$ cat config.mk
export PLATFORM = sky130hd
export DESIGN_NAME = maint_request_gen
export DESIGN_NICKNAME = d
export VERILOG_FILES = /design/src/rtl/maint_pkg.sv /design/src/rtl/maint_usage_counter.sv /design/src/rtl/maint_request_gen.sv
export SDC_FILE = /design/constraint.sdc
export NUM_CORES = 1
export LEC_CHECK = 0
export BUFFER_PORTS_ARGS = -buffer_cell sky130_fd_sc_hd__buf_2
export CAP_MARGIN = 10
export CORE_MARGIN = 4
export CORE_UTILIZATION = 52
export CTS_CLUSTER_SIZE = 8
export DETAILED_ROUTE_END_ITERATION = 7
export MAX_ROUTING_LAYER = met4
export PLACE_DENSITY = 0.73
export SYNTH_ARGS = -nofsm -noshare
export SYNTH_HDL_FRONTEND = slang
export SYNTH_SLANG_ARGS = --single-unit
$ cat constraint.sdc
create_clock -name clk -period 2.9 [get_ports clk]
set_input_delay 0.58 -clock clk [delete_from_list [all_inputs] [get_ports clk]]
set_output_delay 0.58 -clock clk [all_outputs]
set_load 0.05 [all_outputs]
$ cat src/rtl/maint_pkg.sv
// Shared types and constants for the maintenance request generator.
package maint_pkg;

   typedef enum logic [1:0] {
      IDLE    = 2'd0,
      COUNT   = 2'd1,
      REQ     = 2'd2,
      SERVICE = 2'd3
   } req_state_t;

   localparam logic [7:0] SERVED_MAX = 8'd255;

endpackage

$ cat src/rtl/maint_usage_counter.sv
// Pausable usage counter with synchronous clear; tc flags the last count (INTERVAL-1).
module maint_usage_counter #(
   parameter int INTERVAL = 100,
   parameter int CW       = 16
) (
   input  logic          clk,
   input  logic          rst,
   input  logic          clear,
   input  logic          en,
   output logic [CW-1:0] count,
   output logic          tc
);

   localparam logic [CW-1:0] LAST = CW'(INTERVAL - 1);

   // clear wins over en so the terminal cycle lands on 0 rather than wrapping
   always_ff @(posedge clk or negedge rst) begin
      if (!rst) begin
         count <= '0;
      end else if (clear) begin
         count <= '0;
      end else if (en) begin
         count <= count + 1'b1;
      end
   end

   assign tc = (count == LAST);

endmodule

$ cat src/rtl/maint_request_gen.sv
// Maintenance requester: counts run cycles, raises m every INTERVAL of them, waits for ack/done.
// Optional ack-timeout alarm is built when MAINT_TIMEOUT_EN is defined.
module maint_request_gen
   import maint_pkg::*;
#(
   parameter int INTERVAL = 100,
   parameter int CW       = 16,
   parameter int TIMEOUT  = 20
) (
   input  logic          clk,
   input  logic          rst,
   input  logic          run,
   input  logic          ack,
   input  logic          done,
   output logic          m,
   output logic          busy,
   output logic [CW-1:0] usage,
   output logic [7:0]    served,
   output logic          alarm,
   output req_state_t    state
);

   if (INTERVAL < 2 || TIMEOUT < 1 || TIMEOUT > 255) begin : g_bad_param
      $error("maint_request_gen: INTERVAL must be >= 2 and TIMEOUT in 1..255");
   end

   logic cnt_clear;
   logic cnt_en;
   logic cnt_tc;

   maint_usage_counter #(
      .INTERVAL (INTERVAL),
      .CW       (CW)
   ) u_usage (
      .clk   (clk),
      .rst   (rst),
      .clear (cnt_clear),
      .en    (cnt_en),
      .count (usage),
      .tc    (cnt_tc)
   );

   // Usage only moves while idle or counting; it sits at 0 through request and service.
   always_comb begin
      cnt_clear = 1'b0;
      cnt_en    = 1'b0;
      case (state)
         IDLE:    cnt_en = run;
         COUNT: begin
            cnt_clear = run & cnt_tc;
            cnt_en    = run & ~cnt_tc;
         end
         default: cnt_clear = 1'b1;
      endcase
   end

`ifdef MAINT_TIMEOUT_EN
   localparam logic [7:0] TMO_LIMIT = 8'(TIMEOUT);
   logic [7:0] tmo;
`else
   assign alarm = 1'b0;
`endif

   always_ff @(posedge clk or negedge rst) begin
      if (!rst) begin
         state  <= IDLE;
         m      <= 1'b0;
         busy   <= 1'b0;
         served <= '0;
`ifdef MAINT_TIMEOUT_EN
         tmo    <= '0;
         alarm  <= 1'b0;
`endif
      end else begin
         case (state)
            IDLE: begin
               if (run) state <= COUNT;
            end
            COUNT: begin
               if (run && cnt_tc) begin
                  state <= REQ;
                  m     <= 1'b1;
                  busy  <= 1'b1;
`ifdef MAINT_TIMEOUT_EN
                  tmo   <= '0;
`endif
               end
            end
            REQ: begin
               if (ack) begin
                  state <= SERVICE;
                  m     <= 1'b0;
               end
`ifdef MAINT_TIMEOUT_EN
               // counter parks at the limit; alarm stays sticky until reset
               else if (tmo != TMO_LIMIT) begin
                  tmo <= tmo + 8'd1;
                  if (tmo + 8'd1 == TMO_LIMIT) alarm <= 1'b1;
               end
`endif
            end
            SERVICE: begin
               if (done) begin
                  busy  <= 1'b0;
                  state <= run ? COUNT : IDLE;
                  if (served != SERVED_MAX) served <= served + 8'd1;
               end
            end
            default: state <= IDLE;
         endcase
      end
   end

endmodule

After elaboration in Yosys (flattened, before gate mapping)
Cells that the tools add are included.

Register bits: 28. Output and inout port bits: 29.

$add $sub $neg: 2. Equality and inequality tests: 9. Multiplexer cells: 15. Bitwise operators: 3. Reductions and logical operators: 9.

Operators by type and width (number): $mux 16 (2); $add 16x1->16 const B (1); $eq 16x7->1 const B (1); $reduce_and 3->1 (3); $add 8x1->8 const B (1); $mux 2 (4); $ne 2x2->1 const B (4); $ne 8x8->1 const B (1); $pmux 1 s2 (4); $pmux 2 s4 (1); $reduce_bool 2->1 (3); $eq 2x2->1 const B (2); $mux 1 (4); $reduce_and 4->1 (1); $and 1x1->1 (2); $eq 2x1->1 const B (1); $logic_not 2->1 (1); $logic_and 1x1->1 (1); $not 1->1 (1).

Depth between registers and ports, before layout
Depth in word-level cells: 6. Gate-level depth with buffers: 8.

Modules after synthesis
Synthesis repeated with hierarchy kept, for this count alone.

Cell total of the unflattened synthesis: 158. Area, all modules: 1615.3 um^2.

Modules (own cells, without submodules): maint_usage_counter (times used 1, cells each 87, area each 854.6 um^2, sequential area each 400.4 um^2); maint_request_gen (times used 1, cells each 71, area each 760.7 um^2, sequential area each 300.3 um^2).

Least setup slack after synthesis
Ideal clock, no wire load.

Path type: register to register. From: register state[1]. To: register u_usage.count[10]. Setup time: 0.078 ns. Arrival time: 2.413 ns. Required time: 2.822 ns. Path slack: 0.409 ns. Stages on the path, launching flop included: 9. Buffers on the path: 2. Clock period less this slack: 2.491 ns. Path through: dfrtp_1 > inv_1 > ha_1 > buf_6 > o21ba_1 > buf_6 > or4_4 > or3_1 > a21oi_1.

Longest elaborated chain between the ends: 3.

Ends and longest elaborated chain: start, declared (line maint_request_gen.sv:20) `output req_state_t state`; start signal, assigned (line maint_request_gen.sv:105) `state <= run ? COUNT : IDLE;`; $eq 2x1->1 / $logic_not 2->1 (equally long branches) (line maint_request_gen.sv:47) `case (state)`; $pmux 1 s2 (line maint_request_gen.sv:47); $mux 16 / $reduce_bool 2->1 (equally long branches); end signal, assigned (line maint_usage_counter.sv:23) `count <= count + 1'b1;`; end, declared (line maint_usage_counter.sv:10) `output logic [CW-1:0] count,`.

Parallel ways exist; a longest one is shown, timed or not. A chain may end at the register's enable or synchronous reset.

Final worst setup path
Ends and elaborated chain as after synthesis.

==> impl_summary.txt <==
----------------------------------------------------
[Critical path]
  Crit path DAT ... around 2.5 ns
  Endpoint of the lowest-slack register-to-register path ... u_usage.count[10]
  Highest-delay cell along the critical path ... sky130_fd_sc_hd__or4_4
  Reg2Reg Launch Point ... state[1]
  Critical Path Fanout Max ... 9
  Buf/Inv on CP ... 1
  Startpoint-to-endpoint class of the critical path ... reg2reg
  Req. time, crit path ... 3.16 ns
  Element type at the critical path start ... register
  Cell class contributing the biggest share of worst-path delay ... simple AND/OR/NAND/NOR gates
  Crit path largest cell delay ... roughly 0.56 ns
  Length in cells of the worst reg-to-reg path ... 6
  Worst Setup End Kind ... register
  Ordered list of cells on the worst path ... inv_1, ha_1, o21ba_1, or4_4, or3_1, a21oi_1
  Reg2Reg Setup Slack ... around 0.64 ns

[Logic synthesis]
  Avg Cell Area, Syn ... 9.79 µm²
  Netlist Area Pre-Place ... 0.00157 mm²
  Cell type contributing the most total cell area after synthesis ... sky130_fd_sc_hd__dfrtp_1
  Post-Syn Instances ... 160
  Area contributors post-synth ... sky130_fd_sc_hd__dfrtp_1, sky130_fd_sc_hd__ha_1, sky130_fd_sc_hd__xnor2_1
  Most used DFF post-synth ... sky130_fd_sc_hd__dfrtp_1
  FF+latch count, synth ... 28
  Async set-or-reset flop fraction in the synthesized netlist ... between 90% and 100%
  Sequential element share of the synthesized area ... around 45%
  Most frequent cell after synthesis ... sky130_fd_sc_hd__dfrtp_1
  Number of enable-type register cells in the synthesized netlist ... 0
  Synth cell count leaders ... sky130_fd_sc_hd__dfrtp_1, sky130_fd_sc_hd__nand2_1, sky130_fd_sc_hd__nor2_1
  Mapped Nets ... 172
  Total of warnings raised by yosys ... 0
  Number of distinct library cell variants in the gate-level netlist after synthesis ... ~40
  Yosys top cell area share ... around 45%

[Final layout]
  Inserted Diodes ... 0
  Share of layout cells above drive strength 1 ... 23.2%
  Number of nets at the end of the flow ... 203
  Relative area change from synthesis to final layout ... 12.2%
  Post-route cell area ... approximately 0.0018 mm²

[Timing]
  Setup Viol. Count Final ... 0
  Final count of hold timing violations ... 0
  Worst slew pin tran ... a little over 0.6 ns
  Worst hold-check slack ... 0.247 ns
  Maximum operating frequency ... between 400 and 500 MHz
  Setup repair after global routing missed its margin ... false
  Clock skew after layout ... 0.0103 ns
  Min Tclk post-route ... approximately 2.3 ns
  Post-route clock period utilization ... 78.1%
  Worst slew margin ... about three fifths
  Final critical-path setup slack ... roughly 0.64 ns
  Max Slew Vio Count ... 0
  Summed negative setup slack over all endpoints ... 0 ns

[Detailed routing]
  Routed wire length ... between 3000 and 4000 µm
  Vias per cell ... between 5 and 6
  Iteration-0 DRC count of the detailed router ... 67
  Number of DRC violations after detailed routing ... 0
  Post-detailed-route wirelength per cell ... ~15 µm
  First-pass iteration count of the detailed router ... 5
  Number of nets with antenna violations after detailed routing ... 0
  DR vias ... roughly 1300

[Placed design]
  Worst slack at placement ... 0.687 ns
  Post-DP Area ... approximately 0.0017 mm²
  Routability Congestion ... 0.879
  Post-DP HPWL ... ~2400 µm
  Count of input and output buffers ... 32

[Clocking]
  Number of sinks handled by clock tree synthesis ... 28
  Buffers from clock root to sink, at most ... 2
  H-tree levels ... 1
  Post-CTS Hold Fix Bufs ... 0
  TritonCTS Buffers ... 3
  Clk root buf ... sky130_fd_sc_hd__clkbuf_4
  Later-pin clock latency in the skew report ... approximately 0.32 ns
  Clock tree from TritonCTS ... built
  Post-cts sizing count ... 0
  Clk slew on worst S/H paths ... ~0.15 ns
  Post-CTS Repair Setup Buffers ... 0

[Floorplan]
  Horizontal die dimension ... between 60 and 70 µm
  Site row count ... 19
  Die Ht ... ~63 µm
  Floorplan Core Area ... about 0.0028 mm²
  Die Outline Area ... ~0.0040 mm²
  Starting density of the core ... 55.4%
  Num ports ... 34

[Power]
  Leakage power ... 0.000828 µW
  Design Power ... around 1400 µW
  Worst vdd ir ... 0.000590 V
  Pwr dens ... 805 mW/mm²

[Global route]
  Number of antenna violations at the first check in global routing ... 0
  GRT Util Overall ... 18.1%
  Number of global-route vias before repair ... 1237
  GR Overflow Total ... 0
  Largest net degree at the start of global routing ... 29
  Global-route wire length before repair ... 5740 µm

[Status]
  Status ... finished clean

[Worst hold path]
  Tightest Hold Check Type ... in2async

[Run]
  Max capacitance violation total ... 0

----------------------------------------------------
metal layers:
layer / track usage (%) / up-vias / wire, µm
met5: - / - / 0
met3: 2.88 / 2 / 133
li1: - / 639 / -
met4: 4.96 / 0 / 20
met1: 24.4 / 630 / 1560
met2: 28.2 / 32 / 1510
worst max path at each step:
stage,start,end,slack [ns],depth (start not counted)
after floorplan,state[1],u_usage.count[10],0.41,8
after global placement,state[1],u_usage.count[10],0.77,6
after detailed placement,state[1],u_usage.count[10],0.69,6
after CTS,state[1],u_usage.count[10],0.65,6
after global routing,state[1],u_usage.count[10],0.52,6
final,state[1],u_usage.count[10],0.64,6
worst reg2reg max path: stages (launching register included):
cell,delay [ns]
sky130_fd_sc_hd__dfrtp_1,0.47
sky130_fd_sc_hd__inv_1,0.11
sky130_fd_sc_hd__ha_1,0.30
sky130_fd_sc_hd__o21ba_1,0.32
sky130_fd_sc_hd__or4_4,0.56
sky130_fd_sc_hd__or3_1,0.32
sky130_fd_sc_hd__a21oi_1,0.14
through the flow:
stage / instances / utilization, %
floorplan: 160 / -
global placement: 217 / 60.9
detailed placement: 217 / 60.9
global route: 221 / 62.1
CTS: 221 / 62.1
finish: 221 / 62.1
flip-flops by register name, summed over array words and instances, names as in the netlist:
| signal | flops |
|---|---|
| u_usage.count | 16 |
| served | 8 |
| state | 2 |
| busy | 1 |
| m | 1 |
report_power, final:
part / leakage (µW) / switching (µW) / total [µW] / internal (µW)
Sequential: 0.000377 / 84.1 / 538 / 454
Clock: 0.0000210 / 109 / 186 / 76.7
Combinational: 0.000430 / 484 / 691 / 207
layout make-up:
class / instances / area [µm²]
clock buffer: 4 / 36.3
multi-input combinational: 117 / 785
sequential: 28 / 701
tap: 31 / 38.8
fill: 263 / 1070
inverter: 8 / 30.0
timing repair buffer: 33 / 168
cells in the final DEF, fill, tap and decap left out, types with 3 or more instances in the layout:
cell | netlist | routed
sky130_fd_sc_hd__a21oi_1 | 8 | 8
sky130_fd_sc_hd__and3_1 | 3 | 3
sky130_fd_sc_hd__buf_2 | 2 | 32
sky130_fd_sc_hd__clkbuf_4 | 0 | 3
sky130_fd_sc_hd__dfrtp_1 | 28 | 28
sky130_fd_sc_hd__ha_1 | 7 | 7
sky130_fd_sc_hd__inv_1 | 8 | 8
sky130_fd_sc_hd__mux2_2 | 3 | 3
sky130_fd_sc_hd__nand2_1 | 13 | 13
sky130_fd_sc_hd__nand3_1 | 8 | 8
sky130_fd_sc_hd__nand4_1 | 6 | 6
sky130_fd_sc_hd__nor2_1 | 11 | 11
sky130_fd_sc_hd__nor3_1 | 4 | 4
sky130_fd_sc_hd__nor4_1 | 5 | 5
sky130_fd_sc_hd__o21ai_0 | 3 | 3
sky130_fd_sc_hd__o22ai_1 | 3 | 3
sky130_fd_sc_hd__o31ai_1 | 3 | 3
sky130_fd_sc_hd__or4_1 | 3 | 3
sky130_fd_sc_hd__xnor2_1 | 9 | 9
sky130_fd_sc_hd__xor2_1 | 3 | 3
cells by family after synthesis:
logic type / share of synthesized area, %
other cells: 0.239
compound gates: 11.8
xor+xnor: 6.71
buf+inv: 5.19
flops: 44.7
mux: 3.43
simple gates: 22.3
fa+ha+maj: 5.59
Note: power is estimated with default switching activity, not from simulation.
